===== config.mk =====
export PLATFORM = sky130hd
export DESIGN_NAME = fetch_sequencer_flat
export DESIGN_NICKNAME = d
export VERILOG_FILES = /design/src/rtl/fetch_sequencer_if.sv /design/src/rtl/fetch_sequencer.sv /design/src/flat_wrapper.sv
export SDC_FILE = /design/constraint.sdc
export NUM_CORES = 1
export LEC_CHECK = 0
export ABC_AREA = 1
export BUFFER_PORTS_ARGS = -buffer_cell sky130_fd_sc_hd__buf_4
export CORE_MARGIN = 2
export CORE_UTILIZATION = 38
export DETAILED_ROUTE_END_ITERATION = 12
export PLACE_DENSITY = 0.71
export SLEW_MARGIN = 20
export SYNTH_ARGS = -nofsm -noshare
export SYNTH_HDL_FRONTEND = slang
export SYNTH_SLANG_ARGS = --single-unit

===== constraint.sdc =====
create_clock -name clk -period 1.9 [get_ports clk]
set_clock_uncertainty 0.15 [all_clocks]
set_input_delay 0.57 -clock clk [delete_from_list [all_inputs] [get_ports clk]]
set_output_delay 0.57 -clock clk [all_outputs]
set_load 0.01 [all_outputs]

===== src/rtl/fetch_sequencer_if.sv =====
// fetch_sequencer_if: program_counter control, instruction memory read and execute-stage handshake.
interface fetch_sequencer_if #(
  parameter int ADDR_WIDTH = 4,
  parameter int DATA_WIDTH = 8
);
  logic start;
  logic [ADDR_WIDTH-1:0] pc_value;
  logic pc_enable;
  logic pc_load;
  logic [ADDR_WIDTH-1:0] pc_load_value;
  logic mem_req;
  logic [ADDR_WIDTH-1:0] mem_addr;
  logic [DATA_WIDTH-1:0] mem_rdata;
  logic mem_rvalid;
  logic [DATA_WIDTH-1:0] instr_out;
  logic instr_valid;
  logic instr_ready;
  logic halted;
  modport master (
    input  start, pc_value, mem_rdata, mem_rvalid, instr_ready,
    output pc_enable, pc_load, pc_load_value, mem_req, mem_addr, instr_out, instr_valid, halted
  );
  modport slave (
    output start, pc_value, mem_rdata, mem_rvalid, instr_ready,
    input  pc_enable, pc_load, pc_load_value, mem_req, mem_addr, instr_out, instr_valid, halted
  );
endinterface


===== src/rtl/fetch_sequencer.sv =====
// fetch_sequencer: fetches, decodes and dispatches instructions; JMP and HLT are resolved locally.
module fetch_sequencer #(
  parameter int ADDR_WIDTH = 4,
  parameter int DATA_WIDTH = 8,
  parameter logic [3:0] JMP_OPCODE = 4'h6,
  parameter logic [3:0] HLT_OPCODE = 4'hF
) (
  input logic clk,
  input logic reset,
  fetch_sequencer_if.master bus
);
  typedef enum logic [2:0] {IDLE, FETCH, WAIT_MEM, DECODE, DISPATCH, HALTED} state_t;
  state_t state, state_nxt;
  logic [DATA_WIDTH-1:0] ir;
  logic [3:0] opcode;
  assign opcode = ir[DATA_WIDTH-1 -: 4];
  always_ff @(posedge clk or negedge reset) begin
    if (!reset) begin
      state <= IDLE;
      ir <= '0;
    end else begin
      state <= state_nxt;
      if (bus.pc_enable) ir <= bus.mem_rdata;
    end
  end
  always_comb begin
    state_nxt = state;
    case (state)
      IDLE, HALTED: state_nxt = bus.start ? FETCH : state;
      FETCH:        state_nxt = WAIT_MEM;
      WAIT_MEM:     state_nxt = bus.mem_rvalid ? DECODE : WAIT_MEM;
      DECODE:       state_nxt = opcode == HLT_OPCODE ? HALTED : opcode == JMP_OPCODE ? FETCH : DISPATCH;
      DISPATCH:     state_nxt = bus.instr_ready ? FETCH : DISPATCH;
      default:      state_nxt = IDLE;
    endcase
  end
  // The PC increments on the same edge the read data lands in IR.
  assign bus.mem_req = state == FETCH;
  assign bus.mem_addr = bus.mem_req ? bus.pc_value : '0;
  assign bus.pc_enable = state == WAIT_MEM && bus.mem_rvalid;
  assign bus.pc_load = state == DECODE && opcode == JMP_OPCODE;
  assign bus.pc_load_value = bus.pc_load ? ir[ADDR_WIDTH-1:0] : '0;
  assign bus.instr_out = ir;
  assign bus.instr_valid = state == DISPATCH;
  assign bus.halted = state == HALTED;
endmodule


===== src/flat_wrapper.sv =====
// flat-port wrapper written by rule: the top's interface ports become plain ports
module fetch_sequencer_flat 
#(
  parameter int ADDR_WIDTH = 4,
  parameter int DATA_WIDTH = 8,
  parameter logic [3:0] JMP_OPCODE = 4'h6,
  parameter logic [3:0] HLT_OPCODE = 4'hF
)
  (clk, reset, bus_start, bus_pc_value, bus_mem_rdata, bus_mem_rvalid, bus_instr_ready, bus_pc_enable, bus_pc_load, bus_pc_load_value, bus_mem_req, bus_mem_addr, bus_instr_out, bus_instr_valid, bus_halted);
  fetch_sequencer_if #(.ADDR_WIDTH(ADDR_WIDTH), .DATA_WIDTH(DATA_WIDTH)) bus_i ();
  input logic clk;
  input logic reset;
  input wire logic [$bits(bus_i.start)-1:0] bus_start;
  input wire logic [$bits(bus_i.pc_value)-1:0] bus_pc_value;
  input wire logic [$bits(bus_i.mem_rdata)-1:0] bus_mem_rdata;
  input wire logic [$bits(bus_i.mem_rvalid)-1:0] bus_mem_rvalid;
  input wire logic [$bits(bus_i.instr_ready)-1:0] bus_instr_ready;
  output wire logic [$bits(bus_i.pc_enable)-1:0] bus_pc_enable;
  output wire logic [$bits(bus_i.pc_load)-1:0] bus_pc_load;
  output wire logic [$bits(bus_i.pc_load_value)-1:0] bus_pc_load_value;
  output wire logic [$bits(bus_i.mem_req)-1:0] bus_mem_req;
  output wire logic [$bits(bus_i.mem_addr)-1:0] bus_mem_addr;
  output wire logic [$bits(bus_i.instr_out)-1:0] bus_instr_out;
  output wire logic [$bits(bus_i.instr_valid)-1:0] bus_instr_valid;
  output wire logic [$bits(bus_i.halted)-1:0] bus_halted;
  assign bus_i.start = bus_start;
  assign bus_i.pc_value = bus_pc_value;
  assign bus_i.mem_rdata = bus_mem_rdata;
  assign bus_i.mem_rvalid = bus_mem_rvalid;
  assign bus_i.instr_ready = bus_instr_ready;
  assign bus_pc_enable = bus_i.pc_enable;
  assign bus_pc_load = bus_i.pc_load;
  assign bus_pc_load_value = bus_i.pc_load_value;
  assign bus_mem_req = bus_i.mem_req;
  assign bus_mem_addr = bus_i.mem_addr;
  assign bus_instr_out = bus_i.instr_out;
  assign bus_instr_valid = bus_i.instr_valid;
  assign bus_halted = bus_i.halted;
  fetch_sequencer #(.ADDR_WIDTH(ADDR_WIDTH), .DATA_WIDTH(DATA_WIDTH), .JMP_OPCODE(JMP_OPCODE), .HLT_OPCODE(HLT_OPCODE)) u_core (.clk(clk), .reset(reset), .bus(bus_i));
endmodule

==> After elaboration in Yosys (flattened, before gate mapping) <==
Index checks and enable logic that the tools add are counted.
{ "classes": {"eq_ne": 8, "reduce_logical": 4, "mux": 8} }
{ "op_table": {"columns": ["cell", "n"], "rows": [
  ["3-bit one-hot mux with 5 select lines", 1],
  ["3-bit 2-to-1 mux", 4],
  ["4-bit 2-to-1 mux", 2],
  ["3-bit by 2-bit == test with 1-bit output, second input constant", 2],
  ["3-bit == test, second input constant", 2],
  ["4-bit by 3-bit == test with 1-bit output, second input constant", 1],
  ["4-bit == test, second input constant", 1],
  ["3-bit by 1-bit == test with 1-bit output, second input constant", 1],
  ["3-bit zero test", 1],
  ["1-bit logical AND", 2],
  ["2-bit != test, second input constant", 1],
  ["2-bit OR reduction", 1],
  ["1-bit 2-to-1 mux", 1]
]} }
{ "totals": {"regBits": 11, "wordCells": 22, "output_inout_bits": 21} }

==> Logic depth before layout (Yosys ltp) <==
{ "depth": {"depth_word": 4, "mapped_depth": 7} }

==> Worst setup path after synthesis <==
OpenSTA, ideal clock, no wires.
{ "synth_path": {"path_kind": "flip-flop to output port", "start": "reg u_core.state[1]", "end": "out bus_mem_addr[0]", "required_time_ns": 1.180, "path_stages_with_launch": 6, "slack_ns": 0.126, "path_buffers": 0, "t_arrival_ns": 1.054, "cell_sequence": "dfrtp_1 inv_2 nand2_1 nor2_1 inv_1 nor2_1"} }
{ "synth_via": {"elab_chain_cells": 2} }
{ "synth_lines": {"columns": ["item", "line", "text"], "rows": [
  ["start: declaration", "fetch_sequencer.sv:13", "state_t state, state_nxt;"],
  ["start signal: assignment", "fetch_sequencer.sv:22", "state <= state_nxt;"],
  ["3-bit by 1-bit == test with 1-bit output", "fetch_sequencer.sv:38", "assign bus.mem_req = state == FETCH;"],
  ["net bus_mem_req", "flat_wrapper.sv:21", "output wire logic [$bits(bus_i.mem_req)-1:0] bus_mem_req;"],
  ["4-bit 2-to-1 mux", "fetch_sequencer.sv:39", "assign bus.mem_addr = bus.mem_req ? bus.pc_value : '0;"],
  ["end: declaration", "flat_wrapper.sv:22", "output wire logic [$bits(bus_i.mem_addr)-1:0] bus_mem_addr;"]
]} }
The timed path passes the listed nets, and every way through them passes these cells.

==> Final worst setup path <==
{ "layout_path": {"start": "reg u_core.state[0]", "end": "out bus_mem_addr[0]"} }
{ "layout_via": {"elab_chain_cells": 2} }
{ "layout_lines": {"columns": ["item", "line"], "rows": [
  ["3-bit by 1-bit == test with 1-bit output", "fetch_sequencer.sv:38"],
  ["4-bit 2-to-1 mux", "fetch_sequencer.sv:39"]
]} }
Every way passes these cells.

==> results.json <==
{
  "nNetsFinal": 152,
  "cap_viol_max_count": 0,
  "drive_gt1_share_pct": 55.22,
  "required_ns": 1.18,
  "finalHoldViolCount": 0,
  "crit_arrival_ns": 1.26,
  "rsz0062_at_grt": "true",
  "worst_setup_path_start_kind": "flop",
  "synth-seq-cells": 11,
  "status": "finished with violations",
  "ioPinCount": 38,
  "core_sq_mm": 0.001559,
  "clkSinkCount": 11,
  "synthTopCellsByArea": "dfrtp_1 (42%), nand2_1 (12%), inv_1 (8.1%)",
  "route.detailed.drc": 0,
  "place_area_sq_um": 942.2,
  "fmax_mhz": 505.0,
  "yosysWarnings": 0,
  "synth_edf_count": 0,
  "ys_seq_area_share_pct": 42.39,
  "final_cell_area_sq_mm": 0.001082,
  "yosysUniqueCellTypes": 20,
  "drt_iter0_drc": 10,
  "area_delta_synth_final_pct": 66.67,
  "ys_async_sr_fraction_pct": 100.0,
  "grt_antenna_before_repair": 0,
  "cts_root_buf": "clkbuf_4",
  "die_h_um": 45.34,
  "clockBufferDepth": 2,
  "netlist_area_sq_um": 649.4,
  "netlist_top_cells_count": "nand2_1 (20), inv_1 (14), nor2_1 (14), dfrtp_1 (11), nand2_2 (5)",
  "dr.pass1.iters": 3,
  "tightest_slew_ns": 0.2115,
  "whs_ns": 0.3425,
  "clk_latency_ns": 0.27,
  "cts_max_level": 1,
  "dieArea_sq_mm": 0.002056,
  "clk_pin_slew_ns": 0.08,
  "yosysMostFrequentCell": "nand2_1",
  "ir_drop_mv": 0.7602,
  "grt_overflow_total": 0,
  "cts_tree": "yes",
  "yosysTopAreaCell": "dfrtp_1",
  "numCtsBuffers": 3,
  "power_density_mw_per_mm2": 1407,
  "power_leakage_nw": 0.6161,
  "layout_setup_ws_ns": -0.08016,
  "vias": 681,
  "fin_crit_sh_pct": 104.2,
  "cp_max_fo": 5,
  "rows": 14,
  "fin_crit_ns": 1.980,
  "power_mw": 1.523,
  "max-slew-margin-rel_pct": 85.77,
  "fin_util_pct": 69.42,
  "maxSlewViolCount": 0,
  "routabilityCongestion": 0.7368,
  "hp-class": "in2reg",
  "synth_top_area_share_pct": 42.39,
  "synth_ff_type": "dfrtp_1",
  "post_drt_wl_per_cell_um": 10.97,
  "grt_max_degree": 13,
  "synth_cells": 86,
  "cp-end-kind": "output port",
  "crit_type": "reg2out",
  "grtUsageTotal_pct": 17.51,
  "die_w_um": 45.34,
  "buffer_ports.inserted": 37,
  "avgSynthCellArea_sq_um": 7.551,
  "vias_per_cell": 4.540,
  "initial_core_util_pct": 41.65,
  "wl_um": 1645,
  "grt_first_pass_wirelength_um": 2573,
  "hpwl_um": 1145,
  "finalSetupViolCount": 12,
  "grt_pass1_vias": 629,
  "ant_nets": 0,
  "n_antenna_cell": 0,
  "synth.net_count": 103,
  "failed_checks": "negative setup slack"
}
-- report_power, final --
group / internal (mW) / switching [mW] / leakage (nW)
combinational: 0.443 / 0.465 / 0.463
sequential: 0.346 / 0.105 / 0.135
clock: 0.0780 / 0.0856 / 0.0177
-- flip-flops by register name, indices dropped and copies added, names as in the netlist --
signal	count
u_core.bus.instr_out	8
u_core.state	3
-- cell families after synthesis --
kind of cell,after synthesis,synth area share [%]
AOI/OAI and AO/OA,7,6.936
xor gates and xnor gates,1,1.349
buffers and inverters,19,15.41
DFF,11,42.39
and+or+nand+nor,48,33.91
-- final timing paths --
check,startpoint,end,slack (ns),cells past startpoint
min in group asynchronous,reset,u_core.bus.instr_out[3],0.52,2
hold / removal,bus_mem_rdata[6],u_core.bus.instr_out[6],0.34,3
setup reg to reg,u_core.state[0],u_core.bus.instr_out[1],0.50,7
setup / recovery,u_core.state[0],bus_mem_addr[0],-0.08,6
hold reg to reg,u_core.bus.instr_out[5],u_core.bus.instr_out[5],0.37,2
max in group asynchronous,reset,u_core.state[2],0.90,2
-- what timing repair did --
item | CTS | global route
endpoints found under the setup margin | 11 | 13
endpoints found under the hold margin | 11 | 0
hold buffers | 1 | 0
resized for setup | 15 | 5
buffers inserted | 4 | 1
pin swaps | 5 | 5
-- cell usage in the layout, fill, tap and decap left out, types with 4 or more instances in the layout --
| cell type | instances |
|---|---|
| dfrtp_1 | 10 |
| inv_1 | 12 |
| nor2_4 | 4 |
| nand2_2 | 6 |
| nand2_1 | 18 |
| nor2_1 | 8 |
| nor2_2 | 5 |
| buf_4 | 43 |
-- metal layers --
| layer | global-route usage, % | vias up | share of wire [%] |
|---|---|---|---|
| met1 | 19.75 | 307 | 39 |
| met2 | 31.71 | 22 | 55 |
| met5 | 0 | - | 0 |
| li1 | - | 352 | - |
| met4 | 3.529 | 0 | 0 |
| met3 | 6.000 | 0 | 6.0 |
-- through the flow --
step / TNS, ns / setup WS, ns / instances
after floorplan: 0 / 0.1262 / 86
after global placement: 0 / 0.1230 / 140
after detailed placement: 0 / 0.1131 / 140
after CTS: -0.9021 / -0.09925 / 149
after global routing: -1.713 / -0.1696 / 150
final: -0.6819 / -0.08016 / 150
-- critical path: stages, from the launching register on --
cell and delay, ns:
dfrtp_1 0.41, buf_6 0.15, nand2_4 0.06, nor2_4 0.10, inv_2 0.06, nor2_1 0.08, buf_4 0.12
-- cell type report --
type | instances | area [sq um]
fill | 128 | 476.7
timing repair buffer | 47 | 366.6
multi-input combinational | 56 | 326.6
sequential | 11 | 276.5
inverter | 16 | 65.06
clock buffer | 3 | 22.52
tap | 16 | 20.02
clock inverter | 1 | 5.005
(Power assumes the default switching activity.)
